==> config.mk <==
export PLATFORM = sky130hd
export DESIGN_NAME = ddr_word_serializer
export DESIGN_NICKNAME = d
export VERILOG_FILES = /design/src/rtl/ddr_word_serializer_pkg.sv /design/src/rtl/ddr_word_serializer_out_stage.sv /design/src/rtl/ddr_word_serializer.sv
export SDC_FILE = /design/constraint.sdc
export NUM_CORES = 1
export LEC_CHECK = 0
export ABC_AREA = 1
export BUFFER_PORTS_ARGS = -buffer_cell sky130_fd_sc_hd__buf_2
export CAP_MARGIN = 25
export CORE_MARGIN = 5
export CORE_UTILIZATION = 50
export DETAILED_ROUTE_END_ITERATION = 12
export HOLD_SLACK_MARGIN = 0.12
export PLACE_DENSITY_LB_ADDON = 0.05
export RECOVER_POWER = 50
export SKIP_LAST_GASP = 1
export SLEW_MARGIN = 30
export SYNTH_ARGS = -nofsm -noshare
export SYNTH_HDL_FRONTEND = slang
export SYNTH_SLANG_ARGS = --single-unit
==> constraint.sdc <==
create_clock -name clk_i -period 2.8 [get_ports clk_i]
set_input_delay 0.14 -clock clk_i [delete_from_list [all_inputs] [get_ports clk_i]]
set_output_delay 0.14 -clock clk_i [all_outputs]
set_load 0.01 [all_outputs]
==> src/rtl/ddr_word_serializer_pkg.sv <==
// Shared types and helpers for the word serializer and its DDR output stage.
package ser_pkg;

    typedef enum logic {SER_DDR, SER_SDR} ser_mode_e;

    typedef enum logic {ST_IDLE, ST_SHIFT} ser_state_e;

    // Number of output units (one per clock) needed to send one word.
    function automatic int units_per_word(input ser_mode_e mode, input int width);
        return (mode == SER_SDR) ? width : width / 2;
    endfunction

endpackage

==> src/rtl/ddr_word_serializer_out_stage.sv <==
// XOR-encoded DDR output flop pair: hi is shown in the high phase, lo in the low phase.
module ddr_out_stage (
    input  logic clk_i,
    input  logic rst_i,
    input  logic hi_i,
    input  logic lo_i,
    output logic data_o
);

    logic p;
    logic n;
    logic nn;

    always_ff @(posedge clk_i or posedge rst_i) begin
        if (rst_i) begin
            p <= 1'b0;
            n <= 1'b0;
        end else begin
            p <= hi_i ^ n;
            n <= lo_i ^ hi_i ^ n;
        end
    end

    // nn follows n half a cycle later, so p ^ nn flips from hi to lo at the falling edge.
    always_ff @(negedge clk_i or posedge rst_i) begin
        if (rst_i) begin
            nn <= 1'b0;
        end else begin
            nn <= n;
        end
    end

    assign data_o = p ^ nn;

endmodule

==> src/rtl/ddr_word_serializer.sv <==
// Word-to-serial transmitter: valid/ready intake, unit shifter and DDR/SDR output on one pin.
module ddr_word_serializer
    import ser_pkg::*;
#(
    parameter int         WIDTH     = 8,
    parameter bit         LSB_FIRST = 1'b1,
    parameter logic [1:0] IDLE_PAIR = 2'b00
) (
    input  logic             clk_i,
    input  logic             rst_i,
    input  logic [WIDTH-1:0] data_i,
    input  logic             valid_i,
    output logic             ready_o,
    input  logic             bypass_i,
    output logic             data_o,
    output logic             sync_o
);

    localparam int CNT_W = $clog2(WIDTH);

    ser_state_e       state;
    ser_mode_e        mode;
    logic [WIDTH-1:0] shreg;
    logic [WIDTH-1:0] shreg_next;
    logic [CNT_W-1:0] cnt;
    logic             first;
    logic             sync_r;
    logic             accept;
    logic             hi;
    logic             lo;
    ser_mode_e        mode_in;

    assign mode_in = ser_mode_e'(bypass_i);
    assign ready_o = !rst_i && (state == ST_IDLE || cnt == '0);
    assign accept  = valid_i && ready_o;

    // The earlier bit of a unit is always placed in the high phase.
    always_comb begin
        hi = IDLE_PAIR[1];
        lo = IDLE_PAIR[0];
        if (state == ST_SHIFT) begin
            if (LSB_FIRST) begin
                hi = shreg[0];
                lo = (mode == SER_SDR) ? shreg[0] : shreg[1];
            end else begin
                hi = shreg[WIDTH-1];
                lo = (mode == SER_SDR) ? shreg[WIDTH-1] : shreg[WIDTH-2];
            end
        end
    end

    always_comb begin
        shreg_next = shreg;
        if (LSB_FIRST) begin
            shreg_next = (mode == SER_SDR) ? (shreg >> 1) : (shreg >> 2);
        end else begin
            shreg_next = (mode == SER_SDR) ? (shreg << 1) : (shreg << 2);
        end
    end

    always_ff @(posedge clk_i or posedge rst_i) begin
        if (rst_i) begin
            state  <= ST_IDLE;
            mode   <= SER_DDR;
            shreg  <= '0;
            cnt    <= '0;
            first  <= 1'b0;
            sync_r <= 1'b0;
        end else begin
            sync_r <= (state == ST_SHIFT) && first;
            if (accept) begin
                // A back-to-back accept coincides with the last unit of the previous word.
                shreg <= data_i;
                mode  <= mode_in;
                cnt   <= CNT_W'(units_per_word(mode_in, WIDTH) - 1);
                state <= ST_SHIFT;
                first <= 1'b1;
            end else if (state == ST_SHIFT) begin
                shreg <= shreg_next;
                first <= 1'b0;
                if (cnt == '0) begin
                    state <= ST_IDLE;
                end else begin
                    cnt <= cnt - 1'b1;
                end
            end
        end
    end

    assign sync_o = sync_r;

    ddr_out_stage u_out (
        .clk_i (clk_i),
        .rst_i (rst_i),
        .hi_i  (hi),
        .lo_i  (lo),
        .data_o(data_o)
    );

endmodule

# ---- Word-level counts from Yosys, hierarchy flattened
# Cells that the tools add are included.
dict set report word_totals {
  reg_bits 18
  input_bits 12
  out_inout_bits 3
  elab_cells 40
}
dict set report op_classes {
  addsub 2
  n_eq_ne 1
  muxes 15
  n_bitwise 5
  reduce_logical 8
}
# operator count
set op_table {}
lappend op_table {{$mux 8} 2}
lappend op_table {{$mux 3} 4}
lappend op_table {{$mux 1} 8}
lappend op_table {{$mux 7} 1}
lappend op_table {{$sub 3x1->3 const B} 2}
lappend op_table {{$xor 1x1->1} 4}
lappend op_table {{$logic_and 1x1->1} 3}
lappend op_table {{$logic_not 3->1} 1}
lappend op_table {{$ne 2x2->1 const B} 1}
lappend op_table {{$reduce_and 2->1} 1}
lappend op_table {{$reduce_bool 2->1} 1}
lappend op_table {{$logic_not 1->1} 1}
lappend op_table {{$logic_or 1x1->1} 1}
lappend op_table {{$not 1->1} 1}

# ---- Logic depth before layout (Yosys ltp)
dict set report logic_depth {
  word_depth 6
  mapped_depth 12
  ltp_nobuf 11
}

# ---- Modules after synthesis
# Synthesis repeated with hierarchy kept, for this count alone.
dict set report hier_totals {
  cells_unflattened 115
  hier_area_um2 1027.2
}
# module instances cells_per_inst area_each_um2 seq_area_each_um2
set by_module_without_submodules {}
lappend by_module_without_submodules {ddr_word_serializer 1 99 895.9 375.4}
lappend by_module_without_submodules {ddr_out_stage 1 16 131.4 75.1}

==> flow_metrics.py <==
metrics = {
    "status": {
        "outcome": "finished, final reports clean",
    },
    "yosys": {
        "synth_top_area_cell": "dfrtp_1",
        "synth.top_cell.area_share_pct": 48.6,
        "synthesis.area_um2": 875,
        "synth_edf_count": 0,
        "async_flop_share_pct": 100,
        "ys_ff_latch": 18,
        "synthDistinctLibCells": 21,
        "synth-seq-area-share_pct": 51.5,
        "netlist_instances": 103,
        "syn_avg_cell_area_um2": 8.49,
        "synth_common_cells": "nand2_1, dfrtp_1, inv_1, o211ai_1, o22ai_1",
        "synthTopCellsByArea": "dfrtp_1, nand2_1, inv_1",
        "yosysMostFrequentCell": "nand2_1",
        "ys.flop_type": "dfrtp_1",
        "yosysWarnings": 0,
        "synth_nets": 116,
    },
    "power_and_ir_drop": {
        "power.leakage_nw": 0.548,
        "power.switching_mw": 0.420,
        "power_frac_clock_pct": 12.9,
        "seqPwrFrac_pct": 44.0,
        "vdd_drop_max_mv": 0.502,
        "power.density_nw_per_um2": 964,
        "swShare_pct": 40.7,
        "p_comb_share_pct": 43.1,
        "p_int_mw": 0.613,
    },
    "drt": {
        "wl_per_cell_um": 11.3,
        "drt-pass1-iter-count": 4,
        "drc": 0,
        "drtAntennaViolNets": 0,
        "drt_first_iter_violations": 15,
        "routed_wl_um": 1650,
        "vias_per_cell": 4.95,
        "vias": 722,
    },
    "sta": {
        "rsz0062_at_grt": "false",
        "setup_viol": 0,
        "tns_ps": 0,
        "fin_ws_ps": 301,
        "finalHoldViolCount": 0,
        "drv_slew": 0,
        "worst_pin_slew_ps": 318,
        "relSlewSlack_pct": 78.8,
        "skew_ps": 4.31,
    },
    "hold_path": {
        "holdPathStages": 4,
        "hold_class": "input pin to flip-flop",
    },
    "cts": {
        "cts.sinks": 18,
        "clock_latency_ps": 290,
        "cts_root_buffer": "clkbuf_4",
        "clk_pin_slew_worst_paths_ps": 100,
        "post_cts_resized": 0,
        "cts.path.max_buffers": 2,
        "cts_hold_buffers": 9,
        "cts_setup_buffers": 0,
        "cts_inserted_buffers": 3,
        "htree_levels": 1,
        "cts_tree": "yes",
    },
    "setup_path": {
        "critPathArrivalTime_ps": 2360,
        "worstRegToRegCells": 0,
        "cp_slowest_cell": "dfrtn_1",
        "worst_ep_required_time_ps": 2660,
        "critPathCaptureType": "output port",
        "ff2ff_setup_slack_ps": 870,
        "start_kind": "flip-flop",
        "slowest_delay_ps": 410,
        "critical_path_class": "flip-flop to output port",
        "crit_fanout": 1,
        "path_cells": "xor2_1 > buf_2",
    },
    "finish": {
        "nets": 143,
        "drive_gt1_share_pct": 16.3,
        "fin_util_pct": 63.5,
        "antenna_cells": 0,
        "syn2layout_area_growth_pct": 22.6,
    },
    "die": {
        "io_pins": 15,
        "dieArea_um2": 2690,
        "num_rows": 15,
        "die_h_um": 51.8,
        "core_um2": 1690,
        "die_w_um": 51.8,
        "start_util_pct": 51.8,
    },
    "flow_run": {
        "drv_cap": 0,
    },
    "place": {
        "routabilityCongestion": 0.808,
        "io_buffers": 14,
        "dp_hpwl_um": 1180,
        "pre_cts_ws_ps": 618,
    },
    "global_routing": {
        "grt_pass1_vias": 721,
        "grt-ovfl-total": 0,
        "grt_usage_pct": 15.0,
        "grt_max_degree": 15,
        "grt_pass1_wl_um": 2990,
        "antenna_found_initial": 0,
    },
}
==> per-layer routing <==
metal / up-vias / part of all wire (%) / GRT usage (%)
met3: 4 / 4.3 / 5.16
met2: 11 / 47 / 24.1
met5: - / 0 / 0
met4: 0 / 1.2 / 3.06
met1: 320 / 48 / 19.4
li1: 387 / - / -
==> through the flow <==
step           total power, mW  hold WS, ps  cells  instance area (µm²)
2_1_floorplan            0.799          103    103                  875
3_3_place_gp             0.888          127    133                  957
3_5_place_dp             0.898          134    133                  957
4_1_cts                   1.05          235    146                 1070
5_1_grt                   1.15          265    146                 1070
6_report                  1.03          240    146                 1070
==> cell families after synthesis <==
logic type / after synthesis / synth area share, %
XOR/XNOR: 3 / 3.00
AO/OA/AOI/OAI: 19 / 14.4
flip-flops: 18 / 51.5
adder cells (fa/ha/maj): 1 / 1.43
buffers and inverters: 20 / 9.59
AND/OR/NAND/NOR: 42 / 20.0
==> flip-flops by register name, summed over array words and instances, names as in the netlist <==
signal,count
u_out.n,1
u_out.nn,1
mode,1
cnt,3
u_out.p,1
shreg,8
state,1
sync_o,1
first,1
==> area by class of cell <==
cell class                      count  area, µm²
Inverter                           18       67.6
Multi-Input combinational cell     65        340
Fill cell                         140        617
Clock buffer                        4       26.3
Tap cell                           17       21.3
Sequential cell                    18        450
Timing Repair Buffer               24        166
==> placed cells by master, fill, tap and decap left out <==
cell           instances
o21ai_1                1
inv_2                  2
o22ai_1                6
dfrtp_1               17
o21ai_0                3
dfrtn_1                1
buf_4                  1
clkbuf_1               2
buf_2                 13
nand3_1                3
o21a_1                 1
o31ai_1                1
inv_1                 16
nand3_2                1
o211ai_1               6
xor2_1                 3
ha_1                   1
dlygate4sd3_1          9
a21oi_2                1
nand4_1                2
nand2_1               33
or2_1                  1
clkbuf_4               3
nor2_1                 2
==> critical path, delay by kind of cell (launching register included) <==
family | cells | cell delay [ps]
XOR/XNOR | 1 | 120
buffers and inverters | 1 | 140
flip-flops | 1 | 410
==> final timing paths <==
check                                   startpoint            endpoint
worst min-delay path                      bypass_i    mode$_DFFE_PP0P_
worst max-delay path            u_out.nn$_DFF_NP0_              data_o
worst min register to register   first$_DFFE_PP0P_    sync_o$_DFF_PP0_
max in group asynchronous                    rst_i  u_out.nn$_DFF_NP0_
worst max register to register   u_out.n$_DFF_PP0_  u_out.nn$_DFF_NP0_
min in group asynchronous                    rst_i   u_out.n$_DFF_PP0_
==> power by group through the flow <==
stage          clock network (mW)  registers [mW]  logic, mW
3_3_place_gp                    0           0.456      0.432
5_1_grt                     0.155           0.472      0.521
6_report                    0.133           0.455      0.445
3_5_place_dp                    0           0.461      0.437
2_1_floorplan                   0           0.444      0.355
4_1_cts                     0.140           0.456      0.451
Note: power is estimated with default switching activity, not from simulation.
